[src/rtl/pe_input_feeder.sv]
// Streams one filter and a block of IFMap rows from a synchronous-read memory
// into the PE Filter/IFMap FIFO buffers, tagging IFMap words with row flags.
module pe_input_feeder #(
  parameter int IFMAP_WIDTH  = 18,
  parameter int FILTER_WIDTH = 8,
  parameter int ADDR_WIDTH   = 12,
  parameter int LEN_WIDTH    = 8
) (
  input  logic                   clk,
  input  logic                   rst,
  input  logic                   start,
  input  logic [ADDR_WIDTH-1:0]  ifmap_base,
  input  logic [ADDR_WIDTH-1:0]  filter_base,
  input  logic [LEN_WIDTH-1:0]   row_len,
  input  logic [LEN_WIDTH-1:0]   num_rows,
  input  logic [LEN_WIDTH-1:0]   filter_size,
  output logic                   mem_ren,
  output logic [ADDR_WIDTH-1:0]  mem_addr,
  input  logic [IFMAP_WIDTH-3:0] mem_rdata,
  output logic [IFMAP_WIDTH-1:0] IFMap_in,
  output logic                   wen_IFMap_buffer,
  input  logic                   IFMap_full,
  output logic [FILTER_WIDTH-1:0] Filter_in,
  output logic                   wen_Filter_buffer,
  input  logic                   Filter_full,
  output logic                   busy,
  output logic                   done
);
  localparam int DW = IFMAP_WIDTH - 2;

  typedef enum logic [1:0] {S_IDLE, S_FILT, S_IFMAP, S_DRAIN} state_t;

  typedef struct packed {
    logic tgt_ifm;
    logic sr;
    logic er;
  } tag_t;

  typedef struct packed {
    logic [DW-1:0] data;
    tag_t          tag;
  } skid_t;

  state_t state, state_nxt;

  logic [ADDR_WIDTH-1:0] f_addr, i_addr;
  logic [LEN_WIDTH-1:0]  fs_q, rl_q, nr_q;
  logic [LEN_WIDTH-1:0]  f_cnt, col, row;

  logic  rd_inflight;
  tag_t  rd_tag, rd_tag_q;

  skid_t      skid_mem [2];
  logic       wr_ptr, rd_ptr;
  logic [1:0] cnt;
  skid_t      head;

  logic       wr_ifm, wr_flt, pop;
  logic [2:0] occ;
  logic       can_issue;
  logic       f_last, i_last, drained, ifm_nonzero;

  // Head of the skid goes straight to its buffer whenever that buffer has room.
  assign head    = skid_mem[rd_ptr];
  assign wr_ifm  = (cnt != 2'd0) &&  head.tag.tgt_ifm && !IFMap_full;
  assign wr_flt  = (cnt != 2'd0) && !head.tag.tgt_ifm && !Filter_full;
  assign pop     = wr_ifm || wr_flt;

  assign wen_IFMap_buffer  = wr_ifm;
  assign wen_Filter_buffer = wr_flt;
  assign IFMap_in  = wr_ifm ? {head.tag.sr, head.tag.er, head.data} : '0;
  assign Filter_in = wr_flt ? head.data[FILTER_WIDTH-1:0] : '0;

  // A read may only be issued if its data is guaranteed a skid slot on return.
  assign occ       = {1'b0, cnt} + {2'b0, rd_inflight};
  assign can_issue = occ < (3'd2 + {2'b0, pop});

  assign f_last      = (f_cnt == fs_q - 1'b1);
  assign i_last      = (col == rl_q - 1'b1) && (row == nr_q - 1'b1);
  assign drained     = !rd_inflight && (cnt == 2'd0);
  assign ifm_nonzero = (rl_q != '0) && (nr_q != '0);

  always_ff @(posedge clk) begin
    if (rst) state <= S_IDLE;
    else     state <= state_nxt;
  end

  always_comb begin
    state_nxt = state;
    case (state)
      S_IDLE:  if (start) state_nxt = S_FILT;
      S_FILT:  if ((fs_q == '0) || (mem_ren && f_last))
                 state_nxt = ifm_nonzero ? S_IFMAP : S_DRAIN;
      S_IFMAP: if (mem_ren && i_last) state_nxt = S_DRAIN;
      S_DRAIN: if (drained) state_nxt = S_IDLE;
      default: state_nxt = S_IDLE;
    endcase
  end

  always_comb begin
    mem_ren  = 1'b0;
    mem_addr = '0;
    rd_tag   = '0;
    busy     = 1'b0;
    done     = 1'b0;
    case (state)
      S_FILT: begin
        busy = 1'b1;
        if ((fs_q != '0) && can_issue) begin
          mem_ren  = 1'b1;
          mem_addr = f_addr;
        end
      end
      S_IFMAP: begin
        busy = 1'b1;
        if (can_issue) begin
          mem_ren  = 1'b1;
          mem_addr = i_addr;
          rd_tag   = '{tgt_ifm: 1'b1, sr: (col == '0), er: (col == rl_q - 1'b1)};
        end
      end
      S_DRAIN: begin
        done = drained;
        busy = !drained;
      end
      default: ;
    endcase
  end

  always_ff @(posedge clk) begin
    if (rst) begin
      f_addr      <= '0;
      i_addr      <= '0;
      fs_q        <= '0;
      rl_q        <= '0;
      nr_q        <= '0;
      f_cnt       <= '0;
      col         <= '0;
      row         <= '0;
      rd_inflight <= 1'b0;
      rd_tag_q    <= '0;
      wr_ptr      <= 1'b0;
      rd_ptr      <= 1'b0;
      cnt         <= 2'd0;
      for (int i = 0; i < 2; i++) skid_mem[i] <= '0;
    end else begin
      if (state == S_IDLE && start) begin
        f_addr <= filter_base;
        i_addr <= ifmap_base;
        fs_q   <= filter_size;
        rl_q   <= row_len;
        nr_q   <= num_rows;
        f_cnt  <= '0;
        col    <= '0;
        row    <= '0;
      end
      if (mem_ren) begin
        if (state == S_FILT) begin
          f_addr <= f_addr + 1'b1;
          f_cnt  <= f_cnt + 1'b1;
        end else begin
          i_addr <= i_addr + 1'b1;
          if (col == rl_q - 1'b1) begin
            col <= '0;
            row <= row + 1'b1;
          end else begin
            col <= col + 1'b1;
          end
        end
      end
      rd_inflight <= mem_ren;
      rd_tag_q    <= rd_tag;
      if (rd_inflight) begin
        skid_mem[wr_ptr] <= '{data: mem_rdata, tag: rd_tag_q};
        wr_ptr           <= ~wr_ptr;
      end
      if (pop) rd_ptr <= ~rd_ptr;
      cnt <= cnt + {1'b0, rd_inflight} - {1'b0, pop};
    end
  end

endmodule

[config.mk]
export PLATFORM = sky130hd
export DESIGN_NAME = pe_input_feeder
export DESIGN_NICKNAME = d
export VERILOG_FILES = /design/src/rtl/pe_input_feeder.sv
export SDC_FILE = /design/constraint.sdc
export NUM_CORES = 1
export LEC_CHECK = 0
export BUFFER_PORTS_ARGS = -buffer_cell sky130_fd_sc_hd__clkbuf_2
export CORE_MARGIN = 2
export CORE_UTILIZATION = 40
export CTS_BUF_LIST = sky130_fd_sc_hd__clkbuf_8
export CTS_CLUSTER_SIZE = 10
export DETAILED_ROUTE_END_ITERATION = 16
export REMOVE_ABC_BUFFERS = 1
export SYNTH_ARGS = -nofsm -noshare
export SYNTH_HDL_FRONTEND = slang
export SYNTH_SLANG_ARGS = --single-unit
export TNS_END_PERCENT = 20
[constraint.sdc]
create_clock -name clk -period 3.9 [get_ports clk]
set_clock_uncertainty 0.2 [all_clocks]
set_input_delay 0.975 -clock clk [delete_from_list [all_inputs] [get_ports clk]]
set_output_delay 0.975 -clock clk [all_outputs]
set_load 0.05 [all_outputs]
# Word level (Yosys, flattened, before mapping)
# Memories as Yosys holds them, arrays and structs flattened. A register that Yosys moved wholly into a read port is not among the register bits.
# Cells that the tools add are included.
# word_totals
register_bits	82
latch_bits	0
ram_bits	38
romBits	0
input_bits	69
out_inout_bits	43
n_memories	1
# op_classes
add_sub_neg	12
mul	0
n_div	0
order_cmp	1
eq_ne	10
shifts	0
muxes	44
bitwise_logic	4
reduce_logical	31
# memory_table
name	words	width	rd	rd_clocked_by_memory_dff	write_ports	line_no	source
skid_mem	2	19	1	1	2	53	skid_t skid_mem [2];
# op_table
cell	n
$mux 12	8
$mux 8	12
$add 12x1->12 const B	2
$add 8x1->8 const B	3
$eq 8x8->1	3
$pmux 12 s2	1
$reduce_bool 8->1	3
$sub 8x1->8 const B	3
$mux 19	1
$reduce_or 19->1	1
$mux 18	1
$logic_not 8->1	2
$mux 1	13
$logic_and 1x1->1	11
$mux 2	4
$ne 2x2->1 const B	4
$pmux 2 s4	1
$logic_not 1->1	5
$eq 2x2->1 const B	2
$logic_not 2->1	2
$not 1->1	4
$pmux 1 s2	2
$reduce_and 4->1	1
$reduce_or 2->1	2
other kinds (10)	11

# Logic depth before layout (Yosys ltp)
# logic_depth
ltp_word	13
depth_mapped	11
depth_no_buf	10

# Worst setup path before layout
# OpenSTA, ideal clock, no wires.
# synth_timing
path_type	in2out
startpoint	input port IFMap_full
endpoint	output port mem_addr[10]
t_arrival_ns	3.098
required_time_ns	2.725
slack_ns	-0.373
stages	7
path_cell_list	o21bai_1 mux2_2 o21a_1 nor3b_1 clkbuf_1 a22oi_1 nor2b_1
# synth_via
elab_chain_cells	8
# synth_rtl
element	line_no	source
start: declaration	22	input logic IFMap_full,
$logic_not 1->1 *	65	assign wr_ifm = (cnt != 2'd0) && head.tag.tgt_ifm && !IFMap_full;
$logic_and 1x1->1 *	65	
$logic_or 1x1->1 *	67	assign pop = wr_ifm || wr_flt;
$add 2x1->3 *	76	assign can_issue = occ < (3'd2 + {2'b0, pop});
$lt 3x3->1 *	76	
$logic_and 1x1->1	109	if ((fs_q != '0) && can_issue) begin
$mux 12	109	
$pmux 12 s2 *	106	case (state)
end: declaration	18	output logic [ADDR_WIDTH-1:0] mem_addr,
# Every way passes the cells marked *; elsewhere a longest branch is shown, timed or not.

# Worst setup path in the final report
# layout_timing
startpoint	input port IFMap_full
endpoint	output port mem_addr[7]
# Same word-level chain as after synthesis.

==> flow_summary.json <==
{
  "outcome": "complete, no violations",
  "numPortBuffers": 111,
  "grt_busiest_layer": "met2",
  "first_iter_violations": 309,
  "grt_pass1_vias": 5487,
  "io_pins": 112,
  "fmax_ghz": 0.262,
  "numPlacedInstances": 1083,
  "clk_latency_ns": 0.45,
  "final_cell_mix": "clkbuf_2, dfxtp_1, nand2_1, nor2_1, a21oi_1",
  "rr_worst_depth": 9,
  "syn2layout_area_growth_pct": 21.8,
  "peakVddDrop_mv": 0.248,
  "cap_violations": 0,
  "setup_violations": 0,
  "dp_hpwl_um": 11600,
  "cts-htree-levels": 4,
  "cp.arrival_ns": 2.64,
  "fin_crit_ns": 3.81,
  "grt_pass1_wl_um": 27100,
  "crit-reg2reg-launch": "rl_q[0]",
  "ys_seq_area_frac": 0.421,
  "rows": 47,
  "firstDrtPassIters": 5,
  "synthTopCellsByArea": "dfxtp_1, edfxtp_1, a21oi_1, and2_1, nand2_1",
  "grt_antenna_before_repair": 0,
  "p_total_mw": 4.65,
  "clk_pin_slew_ns": 0.08,
  "synth_top_cell_area_share": 0.249,
  "fin_util": 0.494,
  "endpoint_kind": "output pin",
  "finalMaxSlewViolations": 0,
  "clock-sinks": 121,
  "cp_data_required_time_ns": 2.72,
  "die_w_um": 133,
  "dieHeight_um": 133,
  "post-route-period-util": 0.978,
  "r2r_slack_ns": 0.77,
  "ant_nets": 0,
  "hold_class": "flip-flop to flip-flop",
  "synth_seq_cells": 121,
  "clock_path_buffers": 2,
  "postSynth.asyncResetShare": 0,
  "syn_avg_cell_area_um2": 8.64,
  "cp-start-kind": "input port",
  "critPathMaxFanout": 6,
  "drive_gt1_frac": 0.220,
  "final_common_cell": "clkbuf_2",
  "routed_via_density": 5.32,
  "hold_viol": 0,
  "final_cells": 1117,
  "via_count": 5937,
  "n_antenna_cell": 0,
  "hold_buffers": 0,
  "reg2reg_to": "state[1]",
  "coreArea_um2": 16400,
  "use_met3": 0.0517,
  "synth_area_um2": 6660,
  "min_path_cells": 2,
  "worst_slew_margin_rel": 0.451,
  "fillers": 1585,
  "min_to": "nr_q[7]",
  "placed_area_um2": 7590,
  "grt_usage": 0.191,
  "critPathLaunch": "IFMap_full",
  "grt_use_met1": 0.253,
  "drc": 0,
  "worstHoldStart": "nr_q[7]",
  "tritoncts": "done",
  "cts_root_buf": "clkbuf_8",
  "yosys.area.top_type": "dfxtp_1",
  "synth_edf_count": 38,
  "wl_per_cell_um": 15.2,
  "dieArea_um2": 17700,
  "overflow": 0,
  "crit_type": "input port to output pin",
  "netlist_instances": 771,
  "start_util": 0.406,
  "grt_use_met2": 0.307,
  "fin_area_um2": 8110,
  "ys.flop_type": "dfxtp_1",
  "yosys.cell_types.count": 59,
  "cts_made_buffers": 17,
  "p_leak_nw": 3.17,
  "wl_um": 16900,
  "tightestPinTransition_ns": 0.824,
  "gp_congestion": 0.826,
  "grt_max_degree": 84,
  "ys_warn_count": 0,
  "fin_nets": 971,
  "powerDensity_nw_per_um2": 573,
  "tns_ns": 0
}
-- worst max-delay path, stage by stage --
cell      delay (ns)
clkbuf_2        0.07
o21bai_1        0.15
mux2_2          0.31
o21a_4          0.23
nor3b_4         0.26
buf_4           0.20
a22oi_1         0.09
nor2b_1         0.14
clkbuf_8        0.20
-- kinds of logic (layout without fill, tap and decap cells) --
family / Yosys count / in the layout / synth area share
AOI/OAI and AO/OA: 174 / 174 / 0.165
xor gates and xnor gates: 29 / 29 / 0.0381
adders and majority gates: 18 / 18 / 0.0338
buffers and inverters: 68 / 194 / 0.0387
DFF: 121 / 121 / 0.421
muxes: 22 / 22 / 0.0334
and+or+nand+nor: 339 / 339 / 0.271
-- routing by layer --
layer  part of all wire  vias to the layer above
met5                  0                        -
met4              0.013                        0
met3              0.056                       18
met2               0.45                      167
met1               0.48                     2760
li1                   -                     2992
-- what timing repair did --
item	4_1_cts	5_1_grt
endpoints found under the setup margin	12	13
setup buffers	0	1
gates cloned	0	1
pin swaps	0	1
endpoints found under the hold margin	0	0
resized for setup	20	18
-- stage by stage --
step / hold WS, ns / worst slack (ns)
floorplan: 0.255 / -0.818
detailed placement: 0.279 / 0.0213
global placement: 0.276 / 0.0571
CTS: 0.290 / 0.00637
finish: 0.288 / 0.0859
global route: 0.318 / -0.00987
-- flip-flops by register name (all words and copies together) (netlist names), 2 cells and up, named ones only --
| signal | count |
|---|---|
| i_addr | 12 |
| nr_q | 8 |
| state | 2 |
| row | 8 |
| col | 8 |
| skid_mem | 38 |
| f_addr | 12 |
| f_cnt | 8 |
| cnt | 2 |
| fs_q | 8 |
| rl_q | 8 |
| rd_tag_q | 3 |
-- worst max-delay path by stage --
stage	to	slack, ns	depth (start not counted)
after global placement	mem_addr[2]	0.06	9
final	mem_addr[7]	0.09	9
after CTS	mem_ren	0.006	8
after floorplan	mem_addr[0]	-0.82	6
after detailed placement	mem_addr[4]	0.02	9
after global routing	mem_addr[9]	-0.01	9
-- Yosys cell counts, types with 9 or more instances --
| library cell | number |
|---|---|
| a21oi_1 | 64 |
| a22oi_1 | 13 |
| a31oi_1 | 17 |
| and2_1 | 43 |
| and3_1 | 27 |
| clkbuf_1 | 39 |
| dfxtp_1 | 83 |
| edfxtp_1 | 38 |
| ha_1 | 18 |
| inv_1 | 25 |
| mux2i_1 | 20 |
| nand2_1 | 70 |
| nand3_1 | 23 |
| nand3b_1 | 13 |
| nor2_1 | 68 |
| nor2b_1 | 19 |
| nor3_1 | 28 |
| nor3b_1 | 9 |
| o21ai_0 | 38 |
| xnor2_1 | 23 |
-- cell type report --
cell class	count	area (um2)	share of cell area
clock buffer	17	234	0.0288
tap	220	275	0.0339
timing repair buffer	137	900	0.111
clock inverter	15	149	0.0184
sequential	121	2800	0.346
multi-input combinational	582	3660	0.451
inverter	25	93.8	0.0116
-- power by group --
group / internal (mW) / switching (mW)
Sequential: 1.48 / 0.197
Combinational: 0.753 / 1.12
Clock: 0.477 / 0.623
No activity file was read; power rests on OpenSTA's default activity.
